File: src/rtl/alu_sched_if.sv
// alu_sched_if
// Request/response bundle between the two ALU clients and alu_sched.
//   req_valid[1:0]  client -> sched   per-port request valid
//   req_ready[1:0]  sched -> client   per-port request accept (one-hot or zero)
//   req_a0/b0/a1/b1 client -> sched   16-bit operands for port 0 and port 1
//   req_code0/1     client -> sched   5-bit alu_code for each port
//   rsp_valid[1:0]  sched -> client   per-port response valid (one-hot or zero)
//   rsp_ready[1:0]  client -> sched   per-port response accept
//   rsp_c           sched -> client   16-bit result, shared by both ports
//   rsp_ovf         sched -> client   overflow flag of the result
//   rsp_err         sched -> client   opcode was illegal
interface alu_sched_if;
  logic [1:0]  req_valid;
  logic [1:0]  req_ready;
  logic [15:0] req_a0;
  logic [15:0] req_b0;
  logic [15:0] req_a1;
  logic [15:0] req_b1;
  logic [4:0]  req_code0;
  logic [4:0]  req_code1;
  logic [1:0]  rsp_valid;
  logic [1:0]  rsp_ready;
  logic [15:0] rsp_c;
  logic        rsp_ovf;
  logic        rsp_err;

  // Client side: issues requests and consumes responses.
  modport master (
    output req_valid, req_a0, req_b0, req_a1, req_b1, req_code0, req_code1,
    output rsp_ready,
    input  req_ready, rsp_valid, rsp_c, rsp_ovf, rsp_err
  );

  // Scheduler side.
  modport slave (
    input  req_valid, req_a0, req_b0, req_a1, req_b1, req_code0, req_code1,
    input  rsp_ready,
    output req_ready, rsp_valid, rsp_c, rsp_ovf, rsp_err
  );
endinterface

File: src/rtl/alu_sched.sv
// alu_sched
// Round-robin scheduler that lets two requesters share one combinational
// 16-bit ALU. A granted operation is registered, presented to the ALU for a
// single EXEC cycle, and the captured result is returned to its owner with a
// valid/ready handshake. Illegal opcodes skip the ALU and answer with rsp_err.
//   clk               single clock, rising edge
//   rst               synchronous active-high reset
//   bus               request/response bundle (alu_sched_if.slave)
//   alu_a, alu_b      operands to the ALU (held between operations)
//   alu_code          opcode to the ALU (held between operations)
//   alu_c, alu_ovf    combinational ALU result and overflow
//   busy              high while an operation is in EXEC or RESP
module alu_sched (
  input  logic        clk,
  input  logic        rst,
  alu_sched_if.slave  bus,
  output logic [15:0] alu_a,
  output logic [15:0] alu_b,
  output logic [4:0]  alu_code,
  input  logic [15:0] alu_c,
  input  logic        alu_ovf,
  output logic        busy
);

  localparam logic [1:0] IDLE = 2'd0;
  localparam logic [1:0] EXEC = 2'd1;
  localparam logic [1:0] RESP = 2'd2;

  logic [1:0]  state;
  logic        last_grant;
  logic        owner;
  logic [15:0] op_a;
  logic [15:0] op_b;
  logic [4:0]  op_code;
  logic [15:0] rsp_c_q;
  logic        rsp_ovf_q;
  logic        rsp_err_q;

  logic        grant_sel;
  logic        accept;
  logic [15:0] sel_a;
  logic [15:0] sel_b;
  logic [4:0]  sel_code;
  logic        sel_legal;

  // Opcode legality table, grouped by the class field code[4:3].
  function automatic logic is_legal(input logic [4:0] code);
    logic ok;
    ok = 1'b0;
    case (code[4:3])
      2'b00: ok = 1'b1;
      2'b01: ok = (code[2:0] == 3'd0) || (code[2:0] == 3'd1) ||
                  (code[2:0] == 3'd2) || (code[2:0] == 3'd4);
      2'b10: ok = (code[2] == 1'b0);
      2'b11: ok = (code[2:0] <= 3'd5);
      default: ok = 1'b0;
    endcase
    return ok;
  endfunction

  // Round-robin choice: on a tie the port that did not win last time goes.
  always_comb begin
    grant_sel = 1'b0;
    if (bus.req_valid == 2'b11) begin
      grant_sel = ~last_grant;
    end else if (bus.req_valid[1]) begin
      grant_sel = 1'b1;
    end
  end

  // Ready is offered only in IDLE and never while reset is asserted.
  always_comb begin
    bus.req_ready = 2'b00;
    if (!rst && (state == IDLE) && (bus.req_valid != 2'b00)) begin
      bus.req_ready = grant_sel ? 2'b10 : 2'b01;
    end
  end

  assign accept = |(bus.req_valid & bus.req_ready);

  always_comb begin
    sel_a     = grant_sel ? bus.req_a1    : bus.req_a0;
    sel_b     = grant_sel ? bus.req_b1    : bus.req_b0;
    sel_code  = grant_sel ? bus.req_code1 : bus.req_code0;
    sel_legal = is_legal(sel_code);
  end

  // Main FSM. Illegal ops leave the ALU operand registers untouched so the
  // ALU inputs keep showing the last legal operation.
  always_ff @(posedge clk) begin
    if (rst) begin
      state      <= IDLE;
      last_grant <= 1'b1;
      owner      <= 1'b0;
      op_a       <= 16'h0000;
      op_b       <= 16'h0000;
      op_code    <= 5'd0;
      rsp_c_q    <= 16'h0000;
      rsp_ovf_q  <= 1'b0;
      rsp_err_q  <= 1'b0;
    end else begin
      case (state)
        IDLE: begin
          if (accept) begin
            owner      <= grant_sel;
            last_grant <= grant_sel;
            if (sel_legal) begin
              op_a    <= sel_a;
              op_b    <= sel_b;
              op_code <= sel_code;
              state   <= EXEC;
            end else begin
              rsp_c_q   <= 16'h0000;
              rsp_ovf_q <= 1'b0;
              rsp_err_q <= 1'b1;
              state     <= RESP;
            end
          end
        end
        EXEC: begin
          rsp_c_q   <= alu_c;
          rsp_ovf_q <= alu_ovf;
          rsp_err_q <= 1'b0;
          state     <= RESP;
        end
        RESP: begin
          if (bus.rsp_ready[owner]) begin
            state <= IDLE;
          end
        end
        default: state <= IDLE;
      endcase
    end
  end

  always_comb begin
    bus.rsp_valid = 2'b00;
    if (state == RESP) begin
      bus.rsp_valid = owner ? 2'b10 : 2'b01;
    end
  end

  assign bus.rsp_c   = rsp_c_q;
  assign bus.rsp_ovf = rsp_ovf_q;
  assign bus.rsp_err = rsp_err_q;
  assign alu_a       = op_a;
  assign alu_b       = op_b;
  assign alu_code    = op_code;
  assign busy        = (state != IDLE);

endmodule

File: src/flat_wrapper.sv
// flat-port wrapper written by rule: the top's interface ports become plain ports
module alu_sched_flat 
  (clk, rst, alu_a, alu_b, alu_code, alu_c, alu_ovf, busy, bus_req_valid, bus_req_a0, bus_req_b0, bus_req_a1, bus_req_b1, bus_req_code0, bus_req_code1, bus_rsp_ready, bus_req_ready, bus_rsp_valid, bus_rsp_c, bus_rsp_ovf, bus_rsp_err);
  alu_sched_if bus_i ();
  input  logic clk;
  input  logic rst;
  output logic [15:0] alu_a;
  output logic [15:0] alu_b;
  output logic [4:0] alu_code;
  input  logic [15:0] alu_c;
  input  logic alu_ovf;
  output logic busy;
  input wire logic [$bits(bus_i.req_valid)-1:0] bus_req_valid;
  input wire logic [$bits(bus_i.req_a0)-1:0] bus_req_a0;
  input wire logic [$bits(bus_i.req_b0)-1:0] bus_req_b0;
  input wire logic [$bits(bus_i.req_a1)-1:0] bus_req_a1;
  input wire logic [$bits(bus_i.req_b1)-1:0] bus_req_b1;
  input wire logic [$bits(bus_i.req_code0)-1:0] bus_req_code0;
  input wire logic [$bits(bus_i.req_code1)-1:0] bus_req_code1;
  input wire logic [$bits(bus_i.rsp_ready)-1:0] bus_rsp_ready;
  output wire logic [$bits(bus_i.req_ready)-1:0] bus_req_ready;
  output wire logic [$bits(bus_i.rsp_valid)-1:0] bus_rsp_valid;
  output wire logic [$bits(bus_i.rsp_c)-1:0] bus_rsp_c;
  output wire logic [$bits(bus_i.rsp_ovf)-1:0] bus_rsp_ovf;
  output wire logic [$bits(bus_i.rsp_err)-1:0] bus_rsp_err;
  assign bus_i.req_valid = bus_req_valid;
  assign bus_i.req_a0 = bus_req_a0;
  assign bus_i.req_b0 = bus_req_b0;
  assign bus_i.req_a1 = bus_req_a1;
  assign bus_i.req_b1 = bus_req_b1;
  assign bus_i.req_code0 = bus_req_code0;
  assign bus_i.req_code1 = bus_req_code1;
  assign bus_i.rsp_ready = bus_rsp_ready;
  assign bus_req_ready = bus_i.req_ready;
  assign bus_rsp_valid = bus_i.rsp_valid;
  assign bus_rsp_c = bus_i.rsp_c;
  assign bus_rsp_ovf = bus_i.rsp_ovf;
  assign bus_rsp_err = bus_i.rsp_err;
  alu_sched u_core (.clk(clk), .rst(rst), .bus(bus_i), .alu_a(alu_a), .alu_b(alu_b), .alu_code(alu_code), .alu_c(alu_c), .alu_ovf(alu_ovf), .busy(busy));
endmodule
File: config.mk
export PLATFORM = sky130hd
export DESIGN_NAME = alu_sched_flat
export DESIGN_NICKNAME = d
export VERILOG_FILES = /design/src/rtl/alu_sched_if.sv /design/src/rtl/alu_sched.sv /design/src/flat_wrapper.sv
export SDC_FILE = /design/constraint.sdc
export NUM_CORES = 1
export LEC_CHECK = 0
export CAP_MARGIN = 10
export CORE_MARGIN = 5
export CORE_UTILIZATION = 39
export DETAILED_ROUTE_END_ITERATION = 8
export GPL_ROUTABILITY_DRIVEN = 0
export GPL_TIMING_DRIVEN = 0
export PLACE_DENSITY = 0.85
export SLEW_MARGIN = 15
export SYNTH_ARGS = -nofsm -noshare
export SYNTH_HDL_FRONTEND = slang
export SYNTH_SLANG_ARGS = --single-unit
File: constraint.sdc
create_clock -name clk -period 1.8 [get_ports clk]
set_input_delay 0.36 -clock clk [delete_from_list [all_inputs] [get_ports clk]]
set_output_delay 0.36 -clock clk [all_outputs]
set_load 0.01 [all_outputs]
# Word level (Yosys, flattened, before mapping)
# Cells that the tools add are included.
[totals] ff_bits=59 in_bits=97 out_inout_bits=60 word_cells=68
[classes] n_lt_le_gt_ge=2 n_eq_ne=12 n_mux=25 n_bitwise=3 n_reduce_logical=17
[op_table] op="$mux W16" count=4
[op_table] op="$pmux W16 S2" count=1
[op_table] op="$mux W2" count=7
[op_table] op="$eq A2 B2 Y1 const B" count=4
[op_table] op="$mux W1" count=8
[op_table] op="$pmux W2 S3" count=1
[op_table] op="$reduce_and A3 Y1" count=2
[op_table] op="$reduce_bool A2 Y1" count=3
[op_table] op="$mux W5" count=1
[op_table] op="$eq A2 B1 Y1 const B" count=2
[op_table] op="$logic_not A2 Y1" count=2
[op_table] op="$ne A2 B1 Y1 const B" count=2
[op_table] op="$pmux W1 S2" count=2
[op_table] op="$pmux W1 S4" count=1
[op_table] op="$reduce_and A2 Y1" count=2
[op_table] op="$eq A3 B1 Y1 const B" count=1
[op_table] op="$eq A3 B2 Y1 const B" count=1
[op_table] op="$eq A3 B3 Y1 const B" count=1
[op_table] op="$le A3 B3 Y1 const B" count=1
[op_table] op="$logic_not A3 Y1" count=1
[op_table] op="$logic_or A1 B1 Y1" count=3
[op_table] op="$and A2 B2 Y2" count=1
[op_table] op="$logic_and A1 B1 Y1" count=2
[op_table] op="$lt A1 B2 Y1 const B" count=1
[op_table] op="other kinds (4)" count=5

# Depth between registers and ports, before layout
[logic_depth] depth_word=11 depth_mapped=8

# Worst setup path before layout
# No wires, ideal clock.
[synth_path] path_type="input to register" startpoint="input port rst" endpoint="register u_core.op_a[0], in the netlist u_core.alu_a[0]" setup_time_ps=72 t_arrival_ps=1465 path_slack_ps=264 cell_stages=8 path_buffers=3 cell_sequence="buf_2 -> nor3_4 -> nand2_2 -> clkinv_2 -> a22oi_2 -> buf_6 -> buf_12 -> mux2i_1"
[synth_via] elab_chain_cells=7
[synth_rtl] element="start, declared" line_no="flat_wrapper.sv:6" rtl="input logic rst;"
[synth_rtl] element="$logic_not A1 Y1" line_no="alu_sched.sv:74" rtl="if (!rst && (state == IDLE) && (bus.req_valid != 2'b00)) begin"
[synth_rtl] element="$logic_and A1 B1 Y1 (2 in series)" line_no="alu_sched.sv:74"
[synth_rtl] element="$mux W2" line_no="alu_sched.sv:74"
[synth_rtl] element="net bus_req_ready[1]" line_no="flat_wrapper.sv:21" rtl="output wire logic [$bits(bus_i.req_ready)-1:0] bus_req_ready;"
[synth_rtl] element="$and A2 B2 Y2" line_no="alu_sched.sv:79" rtl="assign accept = |(bus.req_valid & bus.req_ready);"
[synth_rtl] element="$reduce_or A2 Y1" line_no="alu_sched.sv:79"
[synth_rtl] element="$reduce_and A3 Y1 (no line)"
[synth_rtl] element="end signal, assigned" line_no="alu_sched.sv:108" rtl="op_a <= sel_a;"
[synth_rtl] element="end, declared" line_no="alu_sched.sv:32" rtl="logic [15:0] op_a;"
# The timed path passes the listed nets, and every way through them passes these cells.
# A chain may end at the register's enable or synchronous reset.

# Worst setup path in the final report
[layout_path] startpoint="input port bus_req_code1[1]" endpoint="register u_core.op_a[8], in the netlist u_core.alu_a[8]"
[layout_via] elab_chain_cells=7
[layout_rtl] element="start, declared" line_no="flat_wrapper.sv:19" rtl="input wire logic [$bits(bus_i.req_code1)-1:0] bus_req_code1;"
[layout_rtl] element="$mux W5 (*)" line_no="alu_sched.sv:84" rtl="sel_code = grant_sel ? bus.req_code1 : bus.req_code0;"
[layout_rtl] element="$eq A3 B1 Y1 / $logic_not A3 Y1 (equally long branches)" line_no="alu_sched.sv:52" rtl="2'b01: ok = (code[2:0] == 3'd0) || (code[2:0] == 3'd1) ||"
[layout_rtl] element="$logic_or A1 B1 Y1 (2 in series)" line_no="alu_sched.sv:52"
[layout_rtl] element="$logic_or A1 B1 Y1" line_no="alu_sched.sv:53" rtl="(code[2:0] == 3'd2) || (code[2:0] == 3'd4);"
[layout_rtl] element="$pmux W1 S4 (*)" line_no="alu_sched.sv:50" rtl="case (code[4:3])"
[layout_rtl] element="$reduce_and A3 Y1 (no line) (*)"
# Mark *: on every way between the ends. The rest lies on a longest branch, timed or not.

==> results.sh <==
export IMPL_synthCells=276
export IMPL_synth_xor_area_share_pct=0
export IMPL_ir_worst_vdd_mv=0.534
export IMPL_crit_chain="clkdlybuf4s50_1 -> nand4b_1 -> and4_2 -> a22oi_2 -> buf_6 -> buf_12 -> mux2i_1"
export IMPL_drt_wl_total_um=8490
export IMPL_hold_depth=3
export IMPL_power_density_nw_per_um2=872
export IMPL_rows=31
export IMPL_n_antenna_cell=0
export IMPL_fin_skew_ns=0.0102
export IMPL_area_growth_pct=69.8
export IMPL_ys_warn_count=0
export IMPL_start_util_pct=39.6
export IMPL_overflow=0
export IMPL_cp_startpoint="bus_req_code1[1]"
export IMPL_synthesis_nets=373
export IMPL_clkTransAtPathRegs_ns=0.06
export IMPL_hold_start="bus_req_code1[4]"
export IMPL_hp_class="input pin to flip-flop"
export IMPL_tns_ns=0
export IMPL_critPathMaxFanout=10
export IMPL_drive_above_1_share_pct=10.0
export IMPL_route_detailed_wl_per_inst_um=15.5
export IMPL_grt_usage_pct=18.3
export IMPL_synth_adder_area_share_pct=0
export IMPL_cap_violations=0
export IMPL_setup_viol=0
export IMPL_die_area_um2=9090
export IMPL_rrSetupSlack_ns=0.22
export IMPL_fin_crit_ns=1.72
export IMPL_final_core_util_pct=67.2
export IMPL_holdPathEnd="u_core.alu_code[4]$_SDFFE_PP0P_"
export IMPL_synth_top_family_by_area="multiplexers"
export IMPL_drt_iter0_markers=61
export IMPL_remaining_drc_errors=0
export IMPL_r2r_end="u_core.bus.rsp_c[8]$_SDFFE_PP0P_"
export IMPL_path_class="input pin to flip-flop"
export IMPL_synth_simple_area_share_pct=13.6
export IMPL_cts_tree="done"
export IMPL_root_buffer="clkbuf_8"
export IMPL_core_area_um2=7180
export IMPL_io_pins=157
export IMPL_cp_slowest_cell="clkdlybuf4s50_1"
export IMPL_slew_viol_final=0
export IMPL_antenna_left=0
export IMPL_grt_max_degree=11
export IMPL_cts_buffer_depth=2
export IMPL_crit_path_end_kind="flip-flop"
export IMPL_worstReg2RegStart="u_core.state[1]$_SDFFE_PP0P_"
export IMPL_synth_compound_area_share_pct=11.1
export IMPL_fp_dieH_um=95.4
export IMPL_clk_latency_ns=0.33
export IMPL_vias=2636
export IMPL_p_leak_nw=2.04
export IMPL_io_buffers=155
export IMPL_ys_seq_elements=59
export IMPL_ff_latch_area_um2=1190
export IMPL_tightest_slew_ns=0.522
export IMPL_seq_area_frac_synth_pct=41.6
export IMPL_syn_avg_cell_area_um2=10.3
export IMPL_via_per_inst=4.80
export IMPL_finish_net_count=542
export IMPL_arrival_ns=1.96
export IMPL_relSlewSlack_pct=65.1
export IMPL_cts_sinks=59
export IMPL_multi_input_area_um2=1480
export IMPL_drt_first_pass_iters=4
export IMPL_final_cell_mix="clkdlybuf4s50_1, mux2i_1, dfxtp_1"
export IMPL_crit_required_ns=2.04
export IMPL_ys_types=34
export IMPL_grt_pass1_wl_um=13000
export IMPL_cts_hold_buf=0
export IMPL_htreeDepth=3
export IMPL_fmax_mhz=583
export IMPL_synth_area_um2=2840
export IMPL_reg2reg_depth=5
export IMPL_fillCellCount=621
export IMPL_place_hpwl_um=6690
export IMPL_status="complete, no violations"
export IMPL_numCtsBuffers=9
export IMPL_antenna_found_initial=0
export IMPL_finalHoldViolCount=0
export IMPL_period_share_pct=95.3
export IMPL_mostFrequentLayoutCell="clkdlybuf4s50_1"
export IMPL_synthMuxAreaShare_pct=26.4
export IMPL_die_x_um=95.4
export IMPL_cp_start_kind="input pin"
export IMPL_grt_pass1_vias=2771
export IMPL_slowest_delay_ns=0.51
through the flow:
step / std cells / hold slack, ns / worst slack [ns] / instance area (µm²) / power (mW)
final: 549 / 0.437 / 0.0846 / 4820 / 4.21
after floorplan: 276 / 0.466 / 0.264 / 2840 / 2.16
after detailed placement: 530 / 0.447 / -0.406 / 4520 / 2.85
after global placement: 530 / 0.433 / -0.349 / 4520 / 2.81
after CTS: 549 / 0.455 / -0.0551 / 4790 / 4.24
after global routing: 549 / 0.470 / -0.0143 / 4820 / 4.41
kinds of logic after synthesis:
group                  Yosys count
AOI/OAI and AO/OA               44
DFF                             59
and+or+nand+nor                 58
muxes                           75
buffers and inverters           40
final cells by class:
type | instances | share of cell area [%]
plain buffers | 17 | 2.62
inverters | 23 | 1.82
well taps | 99 | 2.57
repair buffers | 158 | 33.0
flip-flops and latches | 59 | 24.6
clock inverters | 5 | 1.56
multi-input cells | 177 | 30.7
clock buffers | 11 | 3.14
report_power, final:
group	switching (mW)	total, mW	internal, mW
clock	0.513	1.36	0.848
sequential	0.116	1.60	1.49
combinational	0.486	1.24	0.753
total	1.12	4.21	3.09
per-layer routing:
layer / GRT usage (%) / wire length (µm) / up-vias
met5: 0 / 0 / -
met4: 6.49 / 200 / 0
met3: 5.84 / 733 / 12
met2: 33.3 / 4340 / 98
met1: 19.7 / 3210 / 1226
li1: - / - / 1300
synth_stat cells, drive strengths merged:
| cell | instances | share of area [%] |
|---|---|---|
| dfxtp | 59 | 42 |
| nor3b | 2 | 0.53 |
| clkbuf | 5 | 0.66 |
| a21boi | 1 | 0.40 |
| nand3 | 2 | 0.35 |
| nor2b | 1 | 0.22 |
| nor2 | 2 | 0.26 |
| and4 | 2 | 0.62 |
| a31oi | 1 | 0.22 |
| a21oi | 1 | 0.18 |
| a22oi | 18 | 4.9 |
| o211ai | 1 | 0.75 |
| nand2 | 1 | 0.22 |
| nor3 | 1 | 0.57 |
| clkinv | 1 | 0.18 |
| o21ai | 17 | 3.0 |
| nand3b | 3 | 0.79 |
| o22a | 1 | 0.31 |
| mux2i | 75 | 26 |
| nand4b | 4 | 1.2 |
| o221ai | 1 | 0.53 |
| nand2b | 39 | 8.6 |
| o21a | 1 | 0.26 |
| inv | 22 | 2.9 |
| or2 | 1 | 0.22 |
| buf | 12 | 3.5 |
| o31a | 1 | 0.31 |
| o31ai | 1 | 0.26 |
flip-flops by register name, indices dropped and copies added (netlist names):
| signal | count |
|---|---|
| u_core.alu_a | 16 |
| u_core.bus.rsp_c | 16 |
| u_core.state | 2 |
| u_core.bus.rsp_ovf | 1 |
| u_core.bus.rsp_err | 1 |
| u_core.last_grant | 1 |
| u_core.alu_b | 16 |
| u_core.alu_code | 5 |
| u_core.owner | 1 |
worst max path at each step:
stage	to	slack, ns
finish	u_core.alu_a[8]$_SDFFE_PP0P_	0.08
global route	u_core.alu_a[8]$_SDFFE_PP0P_	-0.01
CTS	bus_req_ready[1]	-0.06
detailed placement	u_core.alu_a[8]$_SDFFE_PP0P_	-0.41
global placement	bus_req_ready[1]	-0.35
floorplan	u_core.alu_a[0]$_SDFFE_PP0P_	0.26
worst max-delay path: cells and delay by family:
| family | cells | cell delay [ns] |
|---|---|---|
| compound gates | 1 | 0.20 |
| buf+inv | 3 | 0.81 |
| simple gates | 2 | 0.39 |
| mux | 1 | 0.19 |
repair_timing:
| action | CTS | global route |
|---|---|---|
| endpoints found under the setup margin | 31 | 49 |
| hold endpoints to repair | 0 | 0 |
| pin swaps | 3 | 3 |
| setup buffers | 3 | 0 |
| gates resized for setup | 14 | 15 |
Power figures use the tool's default switching activity.
